==> config.mk <==
export PLATFORM = sky130hd
export DESIGN_NAME = demux2_reg
export DESIGN_NICKNAME = d
export VERILOG_FILES = /design/src/rtl/demux2_pkg.sv /design/src/rtl/demux_slot.sv /design/src/rtl/demux2_reg.sv
export SDC_FILE = /design/constraint.sdc
export NUM_CORES = 1
export LEC_CHECK = 0
export BUFFER_PORTS_ARGS = -buffer_cell sky130_fd_sc_hd__buf_2
export CAP_MARGIN = 5
export CORE_MARGIN = 10
export CORE_UTILIZATION = 46
export DETAILED_ROUTE_END_ITERATION = 8
export PLACE_DENSITY = 0.82
export REMOVE_ABC_BUFFERS = 1
export SYNTH_ARGS = -nofsm -noshare
export SYNTH_HDL_FRONTEND = slang
export SYNTH_SLANG_ARGS = --single-unit
==> constraint.sdc <==
create_clock -name clk -period 6.03 [get_ports clk]
set_input_delay 0.603 -clock clk [delete_from_list [all_inputs] [get_ports clk]]
set_output_delay 0.603 -clock clk [all_outputs]
set_load 0.03 [all_outputs]
==> src/rtl/demux2_pkg.sv <==
`default_nettype none
// ============================================================================
//  Module   : demux2_pkg
//  Purpose  : Shared types and constants for the two-way registered demux.
//             Holds the per-slot buffer state enumeration and the default
//             data-path / counter widths used by demux2_reg and demux_slot.
//  Revision : 1.0  initial release
// ============================================================================
package demux2_pkg;

  // One-entry slot buffer: EMPTY means no undelivered word, FULL means the
  // slot's valid output is asserted.
  typedef enum logic [0:0] {
    EMPTY = 1'b0,
    FULL  = 1'b1
  } slot_state_t;

  localparam int DEFAULT_WIDTH     = 32;
  localparam int DEFAULT_CNT_WIDTH = 8;

endpackage : demux2_pkg
`default_nettype wire

==> src/rtl/demux_slot.sv <==
`default_nettype none
// ============================================================================
//  Module   : demux_slot
//  Purpose  : One-entry output buffer with a completed-transfer counter.
//             A load refills the slot; a valid/ready handshake drains it.
//             Load and drain on the same edge keep the slot FULL with the
//             new word, giving one word per cycle.
//  Ports    : clk, reset (async, active high)
//             load   - write din into the slot this edge
//             din    - data word to store
//             ready  - downstream consumer accepts dout this cycle
//             valid  - slot holds an undelivered word
//             dout   - stored word (kept when the slot drains)
//             count  - completed output transfers, wrapping
//  Revision : 1.0  initial release
// ============================================================================
module demux_slot
  import demux2_pkg::*;
#(
  parameter int WIDTH     = DEFAULT_WIDTH,
  parameter int CNT_WIDTH = DEFAULT_CNT_WIDTH
) (
  input  logic                 clk,
  input  logic                 reset,
  input  logic                 load,
  input  logic [WIDTH-1:0]     din,
  input  logic                 ready,
  output logic                 valid,
  output logic [WIDTH-1:0]     dout,
  output logic [CNT_WIDTH-1:0] count
);

  localparam logic [CNT_WIDTH-1:0] CNT_ONE = {{(CNT_WIDTH-1){1'b0}}, 1'b1};

  slot_state_t          state;
  slot_state_t          next_state;
  logic                 out_xfer;
  logic [WIDTH-1:0]     data;
  logic [CNT_WIDTH-1:0] cnt;

  assign valid    = (state == FULL);
  assign out_xfer = valid & ready;
  assign dout     = data;
  assign count    = cnt;

  always_ff @(posedge clk or posedge reset) begin
    if (reset) begin
      state <= EMPTY;
    end else begin
      state <= next_state;
    end
  end

  always_comb begin
    next_state = state;
    case (state)
      EMPTY:   if (load) next_state = FULL;
      FULL:    if (!load && ready) next_state = EMPTY;
      default: next_state = EMPTY;
    endcase
  end

  // Data only moves on a load, so a drained slot keeps showing its last word.
  always_ff @(posedge clk or posedge reset) begin
    if (reset) begin
      data <= '0;
    end else if (load) begin
      data <= din;
    end
  end

  always_ff @(posedge clk or posedge reset) begin
    if (reset) begin
      cnt <= '0;
    end else if (out_xfer) begin
      cnt <= cnt + CNT_ONE;
    end
  end

endmodule : demux_slot
`default_nettype wire

==> src/rtl/demux2_reg.sv <==
`default_nettype none
// ============================================================================
//  Module   : demux2_reg
//  Purpose  : Registered 1-to-2 demultiplexer with valid/ready handshakes.
//             sel steers E into slot 0 or slot 1; each slot is a one-entry
//             buffer so a stalled destination blocks only its own traffic.
//  Ports    : clk, reset (async, active high)
//             sel, E, in_valid, in_ready        - input stream
//             S0, S0_valid, S0_ready            - output 0 stream
//             S1, S1_valid, S1_ready            - output 1 stream
//             cnt0, cnt1                        - per-output transfer counts
//  Revision : 1.0  initial release
// ============================================================================
module demux2_reg
  import demux2_pkg::*;
#(
  parameter int WIDTH     = DEFAULT_WIDTH,
  parameter int CNT_WIDTH = DEFAULT_CNT_WIDTH
) (
  input  logic                 clk,
  input  logic                 reset,
  input  logic                 sel,
  input  logic [WIDTH-1:0]     E,
  input  logic                 in_valid,
  output logic                 in_ready,
  output logic [WIDTH-1:0]     S0,
  output logic                 S0_valid,
  input  logic                 S0_ready,
  output logic [WIDTH-1:0]     S1,
  output logic                 S1_valid,
  input  logic                 S1_ready,
  output logic [CNT_WIDTH-1:0] cnt0,
  output logic [CNT_WIDTH-1:0] cnt1
);

  logic slot0_open;
  logic slot1_open;
  logic accept;
  logic load0;
  logic load1;

  // A slot can take a word if it is empty or is being drained this cycle.
  // in_ready looks only at the addressed slot and never at in_valid.
  assign slot0_open = ~S0_valid | S0_ready;
  assign slot1_open = ~S1_valid | S1_ready;
  assign in_ready   = sel ? slot1_open : slot0_open;

  assign accept = in_valid & in_ready;
  assign load0  = accept & ~sel;
  assign load1  = accept &  sel;

  demux_slot #(
    .WIDTH    (WIDTH),
    .CNT_WIDTH(CNT_WIDTH)
  ) u_slot0 (
    .clk  (clk),
    .reset(reset),
    .load (load0),
    .din  (E),
    .ready(S0_ready),
    .valid(S0_valid),
    .dout (S0),
    .count(cnt0)
  );

  demux_slot #(
    .WIDTH    (WIDTH),
    .CNT_WIDTH(CNT_WIDTH)
  ) u_slot1 (
    .clk  (clk),
    .reset(reset),
    .load (load1),
    .din  (E),
    .ready(S1_ready),
    .valid(S1_valid),
    .dout (S1),
    .count(cnt1)
  );

endmodule : demux2_reg
`default_nettype wire

**Word-level counts from Yosys, hierarchy flattened**

Index checks and enable logic that the tools add are counted.

- Add/subtract/negate cells: 2
- $mul: 0
- Div/mod/pow operators: 0
- Magnitude comparators: 0
- Equal/unequal tests: 0
- Shifts and indexed selects: 0
- Multiplexer cells: 7
- Bitwise logic cells: 10
- Reduce and logical (&&, ||, !) cells: 4

Operators by type and width:

| kind | count |
|---|---|
| adder 8 x 1 -> 8 bit, second input constant | 2 |
| AND 1 bit | 5 |
| two-way mux 1 bit | 5 |
| case mux 1 bit (2 select lines) | 2 |
| inverter 1 bit | 3 |
| logical AND 1 bit | 2 |
| zero test 1 bit | 2 |
| bitwise OR 1 bit | 2 |

- Flip-flop bits (word level): 82
- Latch bits: 0
- Memory bits (writable): 0
- Memory bits (read-only): 0
- Output and inout port bits: 83
- Memories kept: 0

**Longest topological paths before layout**

- Word-level depth: 9
- Depth in mapped cells: 5
- Mapped depth without buffers: 4

**Cells and area by module**

Synthesis repeated with hierarchy kept, for this count alone.

- Cells, all modules: 207
- Area total of the unflattened synthesis: 3463.3 µm²

By module, submodules not included:

| module | times used | cells an instance | area each (µm²) | seq. area each (µm²) |
|---|---|---|---|---|
| demux_slot | 2 | 100 | 1709.1 | 1026.0 |
| demux2_reg | 1 | 7 | 45.0 | 0.0 |

**Worst setup path after synthesis**

Ideal clock, no wire load.

- Path kind: in2out
- Start: in S0_ready
- End: out in_ready
- Arrival: 1.092 ns
- Required time: 5.427 ns
- Setup slack: 4.335 ns
- Stages on the path: 2
- Path buffers: 0
- Cell sequence: nand2b_4 > mux2_2

- Longest elaborated chain between the ends: 2

RTL lines:

| what | RTL line | RTL |
|---|---|---|
| start, declared | demux2_reg.sv:28 | `input logic S0_ready,` |
| bitwise OR 1 bit | demux2_reg.sv:44 | `assign slot0_open = ~S0_valid \| S0_ready;` |
| two-way mux 1 bit | demux2_reg.sv:46 | `assign in_ready = sel ? slot1_open : slot0_open;` |
| end, declared | demux2_reg.sv:25 | `output logic in_ready,` |

No other way between the ends.

**Worst setup path after layout**

- Start: reg u_slot0.state, in the netlist u_slot0.valid
- End: out in_ready

- Longest elaborated chain between the ends: 3

RTL lines:

| what | RTL line | RTL |
|---|---|---|
| start, declared | demux_slot.sv:35 | `slot_state_t state;` |
| start signal, assigned | demux_slot.sv:50 | `state <= next_state;` |
| inverter 1 bit | demux2_reg.sv:44 |  |
| bitwise OR 1 bit | demux2_reg.sv:44 |  |
| two-way mux 1 bit | demux2_reg.sv:46 |  |

No other way between the ends.

==> key figures <==
Run status
  • Status: finished clean

Die
  • Die Area: 11,100 sq um
  • Starting density of the core: 46.6%
  • Die height: 105 microns
  • # rows: 31
  • Number of I/O pins: 121
  • Core region area: 7180 sq um
  • DIE WIDTH: 105 microns

STA
  • Final hold violation count: 0
  • RSZ-0062 raised after global routing: no
  • FMAX: 513 MHz
  • Setup TNS Final: 0 ns
  • Worst slew pin tran: 1.01 ns
  • Max transition margin: 32.8%
  • Final Worst Setup Slack: 4.08 ns
  • Slew Limit Fails: 0
  • Crit path time final: 1.95 ns
  • Final setup vio count: 0
  • Final period util: 32.3%
  • Clock skew: 0.0119 ns

Clocking
  • Clock buffer count from CTS: 9
  • Postcts setup bufs: 0
  • CTS clk-pin slew, worst paths: 0.09 ns
  • CTS Root Buffer Type: clkbuf_8
  • Clock latency on the worst-skew pair: 0.34 ns
  • CTS Sinks: 82
  • Clk buf depth: 2
  • Hold-fix buffers at CTS: 0
  • H-tree depth: 3
  • CTS tree: done
  • Post-cts resize count: 0

Drt
  • Routed wire length per instance: 17.3 microns
  • Post-route ant nets: 0
  • Post-route DRC violation count: 0
  • Final WL: 7450 microns
  • Pre-antenna DRT Iters: 4
  • Starting DRC count in detailed routing: 63
  • DR vias: 2,057
  • Via density: 4.77

Synthesis
  • Cell Area, Synth: 3340 sq um
  • Syn Area/Cell: 16.5 sq um
  • Post-Synthesis Cells: 203
  • YS warnings: 0
  • Largest cells by area after synthesis: dfrtp_1, mux2_4, mux2_2
  • Synth cell types: 21
  • #FFs+latches synth: 82
  • Dominant cell type by area after synthesis: dfrtp_1
  • Seq/Total Area, Yosys: 61.4%
  • Share of the synthesized area in the top cell type: 61.4%

Power
  • Leak: 2.15 nW
  • Pwr dens: 410 nW/um^2
  • Max IR drop VDD: 0.174 mV

Setup path
  • End point of the critical path: in_ready
  • FF-to-FF path depth: 3
  • Crit start category: flop
  • Worst EP required: 5.43 ns
  • CP max FO: 5
  • Worst R2R End: u_slot1.dout[23]
  • Arrival @ worst endpoint: 1.34 ns
  • CP Launch Point: u_slot0.valid
  • CP endpoint kind: primary output
  • Critical R2R Launch: u_slot1.valid
  • Crit path kind: flop to primary output
  • Reg-to-reg setup timing slack: 4.20 ns

Cells and area
  • Most common cell after layout, fill and taps aside: buf_2
  • Storage cell area: 2050 sq um
  • Area of the multi-input gates: 1200 sq um
  • Ratio of cells with drive above 1 in the final layout: 63.0%
  • Most frequent cells in the layout: buf_2, dfrtp_1, mux2_2
  • N_diodes: 0
  • Area Growth Syn to Fin: 25.6%
  • Fillers: 613
  • Nets: 367

Flow run
  • Max-Cap Viols: 0

Global routing
  • Number of global-route vias before repair: 2,338
  • GRT Total Usage: 13.3%
  • First-pass GRT wire length: 12,100 microns
  • Antenna violations before repair: 0
  • GRT overflow: 0
  • Largest net degree at the start of global routing: 83

Placement
  • DP Worst Slack: 3.85 ns
  • GP Congestion: 0.711
  • PortBufs: 120
  • Detail Placement HPWL: 5480 microns

Min path
  • Hold WC Path Type: flop to flop
[metal layers]
metal	GRT usage (%)	vias to the layer above	wire, microns
li1	-	945	-
met3	5.54	10	588
met5	0	-	0
met4	5.10	0	97
met2	23.0	68	3770
met1	14.2	1034	3000
[worst min-delay path by stage]
| stage | start | endpoint | cells past startpoint |
|---|---|---|---|
| final | u_slot0.count[7] | u_slot0.count[7] | 1 |
| after detailed placement | u_slot0.count[7] | u_slot0.count[7] | 1 |
| after CTS | u_slot0.count[7] | u_slot0.count[7] | 1 |
| after global routing | u_slot1.count[7] | u_slot1.count[7] | 1 |
| after global placement | u_slot0.count[7] | u_slot0.count[7] | 1 |
| after floorplan | u_slot0.count[7] | u_slot0.count[7] | 1 |
[worst max-delay path, stage by stage, from the launching register on]
cell,delay [ns]
dfrtp_1,0.47
nand2b_4,0.10
mux2_2,0.27
buf_2,0.18
[synthesized netlist by cell type]
| master | count |
|---|---|
| xnor2_1 | 8 |
| nand3b_4 | 1 |
| mux2_4 | 31 |
| nand3_1 | 1 |
| nor2_1 | 2 |
| xor2_1 | 6 |
| and3_1 | 2 |
| inv_1 | 1 |
| nor2b_4 | 1 |
| nand2b_4 | 2 |
| dfrtp_1 | 82 |
| nor4_1 | 1 |
| nand3_2 | 1 |
| ha_1 | 2 |
| nor3_1 | 2 |
| nand2_1 | 11 |
| nand4_1 | 4 |
| mux2_2 | 36 |
| buf_6 | 7 |
| and2_1 | 1 |
| buf_2 | 1 |
[power by group]
| group | switching, W | leakage, nW | internal (W) | total [W] |
|---|---|---|---|---|
| Combinational | 0.000361 | 1.07 | 0.000208 | 0.000570 |
| Sequential | 0.0000834 | 0.983 | 0.000662 | 0.000746 |
| Clock | 0.000192 | 0.0986 | 0.000214 | 0.000406 |
| Total | 0.000637 | 2.15 | 0.00108 | 0.00172 |
[registers in the layout (all words and copies together) (netlist names)]
signal / count
u_slot0.valid: 1
u_slot1.count: 8
u_slot1.valid: 1
u_slot1.dout: 32
u_slot0.count: 8
u_slot0.dout: 32
[area by class of cell]
class	count	share of cell area, %
Timing Repair Buffer	121	14.5
Multi-Input combinational cell	112	28.7
Sequential cell	82	48.9
Inverter	1	0.119
Clock buffer	12	3.70
Clock inverter	4	1.19
Tap cell	99	2.95
[cells by family (layout without fill, tap and decap cells)]
| group | Yosys count | in the layout | share of synthesized area [%] |
|---|---|---|---|
| DFF | 82 | 82 | 61.4 |
| muxes | 67 | 67 | 26.0 |
| and+or+nand+nor | 29 | 29 | 5.54 |
| xor gates and xnor gates | 14 | 14 | 3.67 |
| buffers and inverters | 9 | 138 | 2.62 |
| adders and majority gates | 2 | 2 | 0.748 |
[per-stage QoR]
stage	hold slack, ns	area [sq um]	util (%)	instances	power (W)
final	0.465	4200	58.5	431	0.00172
after floorplan	0.649	3260	-	195	0.00114
after global routing	0.478	4200	58.5	431	0.00181
after CTS	0.468	4200	58.5	431	0.00175
after global placement	0.454	3990	55.6	415	0.00132
after detailed placement	0.453	3990	55.6	415	0.00134
No activity file was read; power rests on OpenSTA's default activity.
